==> src/rtl/fb_pixel_reader.sv <==
// Custom-instruction slave that reads up to MAX_PIX consecutive pixels from the
// 1-bit frame RAM over an arbitrated read port and returns them packed in result.
module fb_pixel_reader #(
  parameter int ADDR_W  = 12,
  parameter int MAX_PIX = 32,
  parameter int RAM_LAT = 1
) (
  input  logic               clk,
  input  logic               reset,
  input  logic               start,
  input  logic [31:0]        dataa,
  input  logic [31:0]        datab,
  output logic [MAX_PIX-1:0] result,
  output logic               done,
  output logic               rd_req,
  input  logic               rd_grant,
  output logic [ADDR_W-1:0]  rdaddress,
  input  logic               q
);

  localparam int CNT_W = $clog2(MAX_PIX + 1);
  localparam int TAG_W = $clog2(MAX_PIX);

  typedef enum logic [2:0] {IDLE, REQ, BURST, DRAIN, FINISH} state_t;

  state_t             state;
  logic [CNT_W-1:0]   n_pix;
  logic [CNT_W-1:0]   issue_cnt;
  logic [CNT_W-1:0]   cap_cnt;
  logic [MAX_PIX-1:0] shadow;
  logic               vld_p [RAM_LAT];
  logic [TAG_W-1:0]   tag_p [RAM_LAT];
  logic               issue;
  logic               capture;
  logic               unused_bits;

  // A count of zero or anything beyond MAX_PIX saturates to a full-width read.
  function automatic logic [CNT_W-1:0] sat_count(input logic [CNT_W-1:0] raw);
    if (raw == '0 || raw > CNT_W'(MAX_PIX))
      return CNT_W'(MAX_PIX);
    return raw;
  endfunction

  assign unused_bits = ^{dataa[31:ADDR_W], datab[31:CNT_W]};
  assign issue       = (state == REQ || state == BURST) && rd_grant;
  assign capture     = vld_p[RAM_LAT-1];

  // Stage p0..p(RAM_LAT-1): valid/tag travel alongside the RAM read latency
  always_ff @(posedge clk) begin
    if (!reset) begin
      for (int k = 0; k < RAM_LAT; k++)
        vld_p[k] <= 1'b0;
    end else begin
      vld_p[0] <= issue;
      for (int k = 1; k < RAM_LAT; k++)
        vld_p[k] <= vld_p[k-1];
    end
  end

  always_ff @(posedge clk) begin
    tag_p[0] <= issue_cnt[TAG_W-1:0];
    for (int k = 1; k < RAM_LAT; k++)
      tag_p[k] <= tag_p[k-1];
  end

  // Capture stage: q lines up with the last pipe entry
  always_ff @(posedge clk) begin
    if (state == IDLE && start)
      shadow <= '0;
    else if (capture)
      shadow[tag_p[RAM_LAT-1]] <= q;
  end

  always_ff @(posedge clk) begin
    if (!reset) begin
      state     <= IDLE;
      result    <= '0;
      done      <= 1'b0;
      rd_req    <= 1'b0;
      rdaddress <= '0;
      n_pix     <= '0;
      issue_cnt <= '0;
      cap_cnt   <= '0;
    end else begin
      done <= 1'b0;
      if (capture)
        cap_cnt <= cap_cnt + CNT_W'(1);
      case (state)
        IDLE: begin
          if (start) begin
            n_pix     <= sat_count(datab[CNT_W-1:0]);
            rdaddress <= dataa[ADDR_W-1:0];
            issue_cnt <= '0;
            cap_cnt   <= '0;
            rd_req    <= 1'b1;
            state     <= REQ;
          end
        end
        REQ, BURST: begin
          if (rd_grant) begin
            rdaddress <= rdaddress + ADDR_W'(1);
            issue_cnt <= issue_cnt + CNT_W'(1);
            state     <= BURST;
            if (issue_cnt + CNT_W'(1) == n_pix) begin
              rd_req <= 1'b0;
              state  <= DRAIN;
            end
          end
        end
        DRAIN: begin
          if (cap_cnt == n_pix) begin
            result <= shadow;
            done   <= 1'b1;
            state  <= FINISH;
          end
        end
        FINISH: begin
          state <= IDLE;
        end
        default: begin
          state <= IDLE;
        end
      endcase
    end
  end

endmodule

==> config.mk <==
export PLATFORM = sky130hd
export DESIGN_NAME = fb_pixel_reader
export DESIGN_NICKNAME = d
export VERILOG_FILES = /design/src/rtl/fb_pixel_reader.sv
export SDC_FILE = /design/constraint.sdc
export NUM_CORES = 1
export LEC_CHECK = 0
export ABC_AREA = 1
export BUFFER_PORTS_ARGS = -buffer_cell sky130_fd_sc_hd__buf_2
export CAP_MARGIN = 20
export CORE_UTILIZATION = 49
export DETAILED_ROUTE_END_ITERATION = 8
export GPL_ROUTABILITY_DRIVEN = 0
export GPL_TIMING_DRIVEN = 0
export PLACE_DENSITY = 0.75
export SETUP_SLACK_MARGIN = 0.15
export SLEW_MARGIN = 20
export SYNTH_ARGS = -nofsm -noshare
export SYNTH_HDL_FRONTEND = slang
export SYNTH_SLANG_ARGS = --single-unit
==> constraint.sdc <==
create_clock -name clk -period 1.69 [get_ports clk]
set_input_delay 0.0845 -clock clk [delete_from_list [all_inputs] [get_ports clk]]
set_output_delay 0.0845 -clock clk [all_outputs]
set_load 0.03 [all_outputs]
==> impl_metrics.tcl, run 1 <==
set metrics [dict create \
    dieWidth_um 98.38 \
    sw_frac_of_total 0.3695 \
    synthArstFlopShare 0 \
    fin_worst_skew_ns 0.01260 \
    endpoint_kind "flip-flop" \
    drt_first_pass_iters 7 \
    avgSynthCellArea_um2 7.599 \
    htree_levels 3 \
    fin_crit_ns 1.581 \
    p_total_mw 6.473 \
    irDropWorstVdd_mv 0.6908 \
    status "finished, violations left" \
    ys_warn_count 0 \
    synthTopCellsByArea "dfxtp_1 46%, o21ai_0 7.7%, nor2_1 7.3%" \
    via_count 4432 \
    arrival_ns 1.84 \
    synth_top_cell_area_share 0.4618 \
    placedCellCount 775 \
    powerDensity_nw_per_um2 1118 \
    power.leakage_nw 2.326 \
    cts_sinks 105 \
    p_comb_frac 0.301 \
    viasPerCell 5.405 \
    finalNetCount 779 \
    grt_max_degree 19 \
    p_switching_mw 2.392 \
    drc_errors 4 \
    grt_first_pass_wirelength_um 18750 \
    fin_crit_sh 0.9355 \
    syn_inst 599 \
    finalSetupTns_ns 0 \
    detail-route-antenna-nets 0 \
    violations "design-rule violations" \
    cts_buffers 9 \
    cts-root-buf "clkbuf_8" \
    maxSlewViolCount 0 \
    multi_input_area_um2 2262 \
    clockPowerShare 0.248 \
    hpwlAfterDp_um 7870 \
    ys_types 40 \
    cts_buffer_depth 2 \
    crit_required_ns 1.95 \
    yosysSeqAreaShare 0.4618 \
    slew_headroom 0.6690 \
    clk_pin_slew_ns 0.10 \
    syn_to_final_growth_pct 27.24 \
    criticalPathCategory "flip-flop to flip-flop" \
    hold_violations 0 \
    drt_iter0_drc 212 \
    overflow 0 \
    cts_tree "yes" \
    wl_per_cell_um 13.86 \
    gr-usage-all-layers 0.2382 \
    finalSetupViolCount 0 \
    fmax_ghz 0.6325 \
    rsz0062_at_grt "yes" \
    fp.dieArea_um2 9679 \
    cap_violations 0 \
    rows 34 \
    coreArea_um2 8848 \
    fillCellCount 767 \
    pin_count 115 \
    synth_common_cells "105 x dfxtp_1, 88 x nor2_1, 70 x o21ai_0, 65 x nand2_1, 56 x nand3_1" \
    insertion_delay_ns 0.37 \
    regArea_um2 2142 \
    synthesis.area_um2 4552 \
    synth_nets 671 \
    antenna_found_initial 0 \
    initial_utilization 0.5144 \
    dieHeight_um 98.38 \
    portBuffers 68 \
    yosysTopAreaCell "dfxtp_1" \
    antenna_cells 0 \
    cp-start-kind "flip-flop" \
    ys_ff_latch 105 \
    intPower_mw 4.081 \
    fin_cells 820 \
    synth_flop_cell "dfxtp_1" \
    worst_pin_slew_ns 0.4965 \
    crit_fanout 9 \
    wirelength_um 11370 \
    synth_most_common_cell "dfxtp_1" \
    synth_edf_count 0 \
    first_global_vias 4201 \
    hp-class "input port to flip-flop" \
    seqPwrFrac 0.451 \
    layout-drive-gt1-share 0.2837 \
]
==> power by group through the flow <==
| stage | sequential, mW | combinational, mW | clock (mW) |
|---|---|---|---|
| 2_1_floorplan | 3.22 | 1.00 | 0 |
| 3_3_place_gp | 2.93 | 1.70 | 0 |
| 3_5_place_dp | 2.94 | 1.74 | 0 |
| 4_1_cts | 2.90 | 1.79 | 1.64 |
| 5_1_grt | 2.95 | 2.15 | 1.73 |
| 6_report | 2.92 | 1.95 | 1.61 |
==> through the flow <==
stage          worst slack (ns)    util  hold WS (ns)  area, um2
6_report                 0.1091  0.6546       0.01207       5792
5_1_grt                 0.04262  0.6546       0.02463       5792
4_1_cts                 0.09507  0.6121    0.00003941       5416
3_5_place_dp           -0.01681  0.5684        0.3378       5030
3_3_place_gp           0.003563  0.5684        0.3313       5030
2_1_floorplan            0.1759       -        0.2153       4554
==> area by class of cell <==
cell class / instances / share of cell area
buffer: 23 / 0.03068
sequential: 105 / 0.3698
inverter: 57 / 0.03953
clock inverter: 6 / 0.01275
timing repair buffer: 97 / 0.1113
tap: 108 / 0.02333
clock buffer: 10 / 0.02203
multi-input combinational: 414 / 0.3906
==> worst max-delay path: stages, from the launching register on <==
cell	delay, ns
dfxtp_2	0.35
xor2_1	0.17
nor3_2	0.25
nand3_4	0.27
buf_8	0.22
o21ai_0	0.16
nor2_1	0.06
==> sequential cells by signal (all words and copies together), names as in the netlist <==
| signal | count |
|---|---|
| result | 32 |
| shadow | 32 |
| rdaddress | 12 |
| cap_cnt | 6 |
| issue_cnt | 6 |
| n_pix | 6 |
| tag_p | 5 |
| state | 3 |
| done | 1 |
| rd_req | 1 |
| vld_p | 1 |
==> path summary, 6_finish.rpt <==
check,from,to,cells after the start,slack [ns]
max,n_pix[5],result[26],6,0.11
min,dataa[11],rdaddress[11],3,0.01
max reg2reg,n_pix[5],result[26],6,0.11
min reg2reg,issue_cnt[2],tag_p[0][2],0,0.35
==> cells by family (layout without fill, tap and decap cells) <==
group | Yosys count | in the layout | share of synthesized area
AND/OR/NAND/NOR | 248 | 248 | 0.2567
flip-flops | 105 | 105 | 0.4618
adder cells (fa/ha/maj) | 3 | 3 | 0.008247
AO/OA/AOI/OAI | 154 | 154 | 0.1778
buffers and inverters | 80 | 193 | 0.07807
XOR/XNOR | 9 | 9 | 0.01732
==> what timing repair did <==
item / 4_1_cts / 5_1_grt
pin swaps: 8 / 14
setup endpoints to repair: 47 / 86
setup buffers: 6 / 9
endpoints found under the hold margin: 9 / 0
gates resized for setup: 10 / 99
hold buffers: 9 / 0
gates cloned: 0 / 5
==> metal layers <==
metal  track usage  up-vias  share of wire
met5             0        -              0
met3       0.02935       24          0.038
met2        0.4231      115           0.51
li1              -     2215              -
met4        0.1045        0          0.022
met1        0.2892     2078           0.43
==> cell usage in the layout (no fill, tap or decap), types with 5 or more instances in the layout <==
master	Yosys	layout
dfxtp_2	0	17
nor2_1	88	84
o22ai_1	5	5
a21oi_1	55	55
dfxtp_4	0	5
clkbuf_1	10	8
nor3_2	2	6
inv_2	10	13
nand2_2	1	6
nand3_1	56	53
nor2_2	3	5
buf_4	1	15
nand2_1	65	60
buf_6	6	8
dlygate4sd3_1	0	9
o21ai_1	15	26
dfxtp_1	105	83
nor3_1	14	6
o21ai_0	70	55
buf_2	2	69
clkbuf_8	0	9
inv_1	46	42
nor3_4	4	8
Power figures use the tool's default switching activity.
==> run 2, diff against run 1 <==
- HOLD_SLACK_MARGIN: unset -> 0.03
==> impl_metrics.tcl, run 2 (same netlist as run 1, synthesis figures left out) <==
set metrics [dict create \
    fin_crit_ns 1.553 \
    htree_levels 3 \
    initial_utilization 0.5144 \
    first_global_vias 4240 \
    detail-route-antenna-nets 0 \
    overflow 0 \
    pin_count 115 \
    portBuffers 68 \
    hpwlAfterDp_um 7870 \
    layout-drive-gt1-share 0.2885 \
    drt_iter0_drc 218 \
    crit_family "simple AND/OR/NAND/NOR gates" \
    r2r_start "issue_cnt[0]" \
    antenna_cells 0 \
    irDropWorstVdd_mv 0.6960 \
    via_count 4506 \
    cp_num_buf_inv 1 \
    wirelength_um 11890 \
    fin_worst_skew_ns 0.01184 \
    cp_slowest_stage_delay_ns 0.38 \
    fillCellCount 765 \
    cp.depth 13 \
    fmax_ghz 0.6438 \
    cts_buffers 9 \
    wl_per_cell_um 14.35 \
    fp.dieArea_um2 9679 \
    path_cells "ha_4 -> inv_2 -> nand2_2 -> nand2_2 -> nand2_2 -> nor2_2 -> nand2_1 -> nor2_1 -> nand3_1 -> nand2_2 -> nand3_2 -> nand2_1 -> nor2_1" \
    slew_headroom 0.6595 \
    violations "design-rule violations" \
    cts-root-buf "clkbuf_8" \
    multi_input_area_um2 2291 \
    min_path_cells 4 \
    final_cell_mix "83 x nor2_1, 83 x dfxtp_1, 68 x buf_2, 60 x nand2_1" \
    grt_max_degree 19 \
    endpoint "rd_req" \
    finalSetupViolCount 0 \
    fin_crit_sh 0.9191 \
    cap_violations 0 \
    crit_start "issue_cnt[0]" \
    dieHeight_um 98.38 \
    dieWidth_um 98.38 \
    maxSlewViolCount 0 \
    cts_tree "yes" \
    drc_errors 4 \
    viasPerCell 5.435 \
    syn_to_final_growth_pct 29.96 \
    p_total_mw 6.543 \
    crit_fanout 4 \
    crit_required_ns 1.97 \
    coreArea_um2 8848 \
    cts_sinks 105 \
    powerDensity_nw_per_um2 1106 \
    cp-start-kind "flip-flop" \
    largest_registers "result: 32 flops, shadow: 32 flops, rdaddress: 12 flops" \
    fin_cells 829 \
    reg2reg_depth 13 \
    clk_pin_slew_ns 0.10 \
    arrival_ns 1.83 \
    cp_slowest_cell "dfxtp_4" \
    placedCellCount 775 \
    hold_violations 0 \
    criticalPathCategory "flip-flop to flip-flop" \
    rows 34 \
    ff2ff_setup_slack_ns 0.14 \
    grt_first_pass_wirelength_um 18980 \
    insertion_delay_ns 0.37 \
    crit_top_cell "nand2_2" \
    r2r_end "rd_req" \
    finalNetCount 788 \
    endpoint_kind "flip-flop" \
    cts_buffer_depth 2 \
    worst_pin_slew_ns 0.5108 \
    rsz0062_at_grt "yes" \
    antenna_found_initial 0 \
    hp-class "input port to flip-flop" \
    power.leakage_nw 2.381 \
    gr-usage-all-layers 0.2415 \
    drt_first_pass_iters 7 \
    regArea_um2 2145 \
    status "finished, violations left" \
]
==> run 2: cell count changes in the layout (fill, tap and decap cells not counted), sizes merged <==
cell	delta
dlygate4sd3	+5
clkbuf	+2
buf	+1
nand3	+1
==> run 2: cell type report <==
class	count	area share
Multi-Input combinational cell	415	0.3873
Sequential cell	105	0.3625
Timing Repair Buffer	105	0.1242
Inverter	57	0.03871
Buffer	23	0.03046
Tap cell	108	0.02284
Clock buffer	10	0.02157
Clock inverter	6	0.01248
==> run 2: timing repair <==
| action | CTS | global route |
|---|---|---|
| gates resized for setup | 10 | 105 |
| hold buffers | 14 | 0 |
| pin swaps | 8 | 14 |
| hold endpoints to repair | 13 | 0 |
| cloned | 0 | 7 |
| setup endpoints to repair | 47 | 86 |
| buffers inserted | 6 | 11 |
==> run 2: worst min-delay path by stage <==
| stage | startpoint | slack (ns) | endpoint |
|---|---|---|---|
| 5_1_grt | datab[5] | 0.09 | n_pix[4] |
| 3_3_place_gp | datab[3] | 0.33 | n_pix[3] |
| 4_1_cts | datab[5] | 0.04 | n_pix[4] |
| 3_5_place_dp | datab[4] | 0.34 | n_pix[4] |
| 6_report | datab[5] | 0.06 | n_pix[4] |
| 2_1_floorplan | reset | 0.22 | rdaddress[1] |
==> run 2: worst min-delay path: cells and delay by family <==
family,cells,cell delay (ns)
simple gates,1,0.08
compound gates,1,0.07
buf+inv,2,0.15
==> run 2: stage by stage <==
| step | setup WS, ns | utilization | setup TNS [ns] | area (um2) | hold WS [ns] |
|---|---|---|---|---|---|
| floorplan | 0.1759 | - | 0 | 4554 | 0.2153 |
| global placement | 0.003563 | 0.5684 | 0 | 5030 | 0.3313 |
| detailed placement | -0.01681 | 0.5684 | -0.01681 | 5030 | 0.3378 |
| CTS | 0.09507 | 0.6178 | 0 | 5466 | 0.04415 |
| global route | 0.04695 | 0.6686 | 0 | 5916 | 0.09092 |
| finish | 0.1368 | 0.6686 | 0 | 5916 | 0.05894 |
==> run 2: report_power, final <==
part           internal (mW)  switching, mW  total, mW
logic                  0.717           1.31       2.03
registers               2.70          0.215       2.92
clock network          0.707          0.890       1.60
total                   4.12           2.42       6.54
==> run 2: layer usage <==
metal  wire length (um)  vias up  track usage
li1                   -     2250            -
met1               4872     2082       0.2932
met2               6125      145       0.4301
met3                577       29      0.02935
met4                317        0       0.1045
met5                  0        -            0
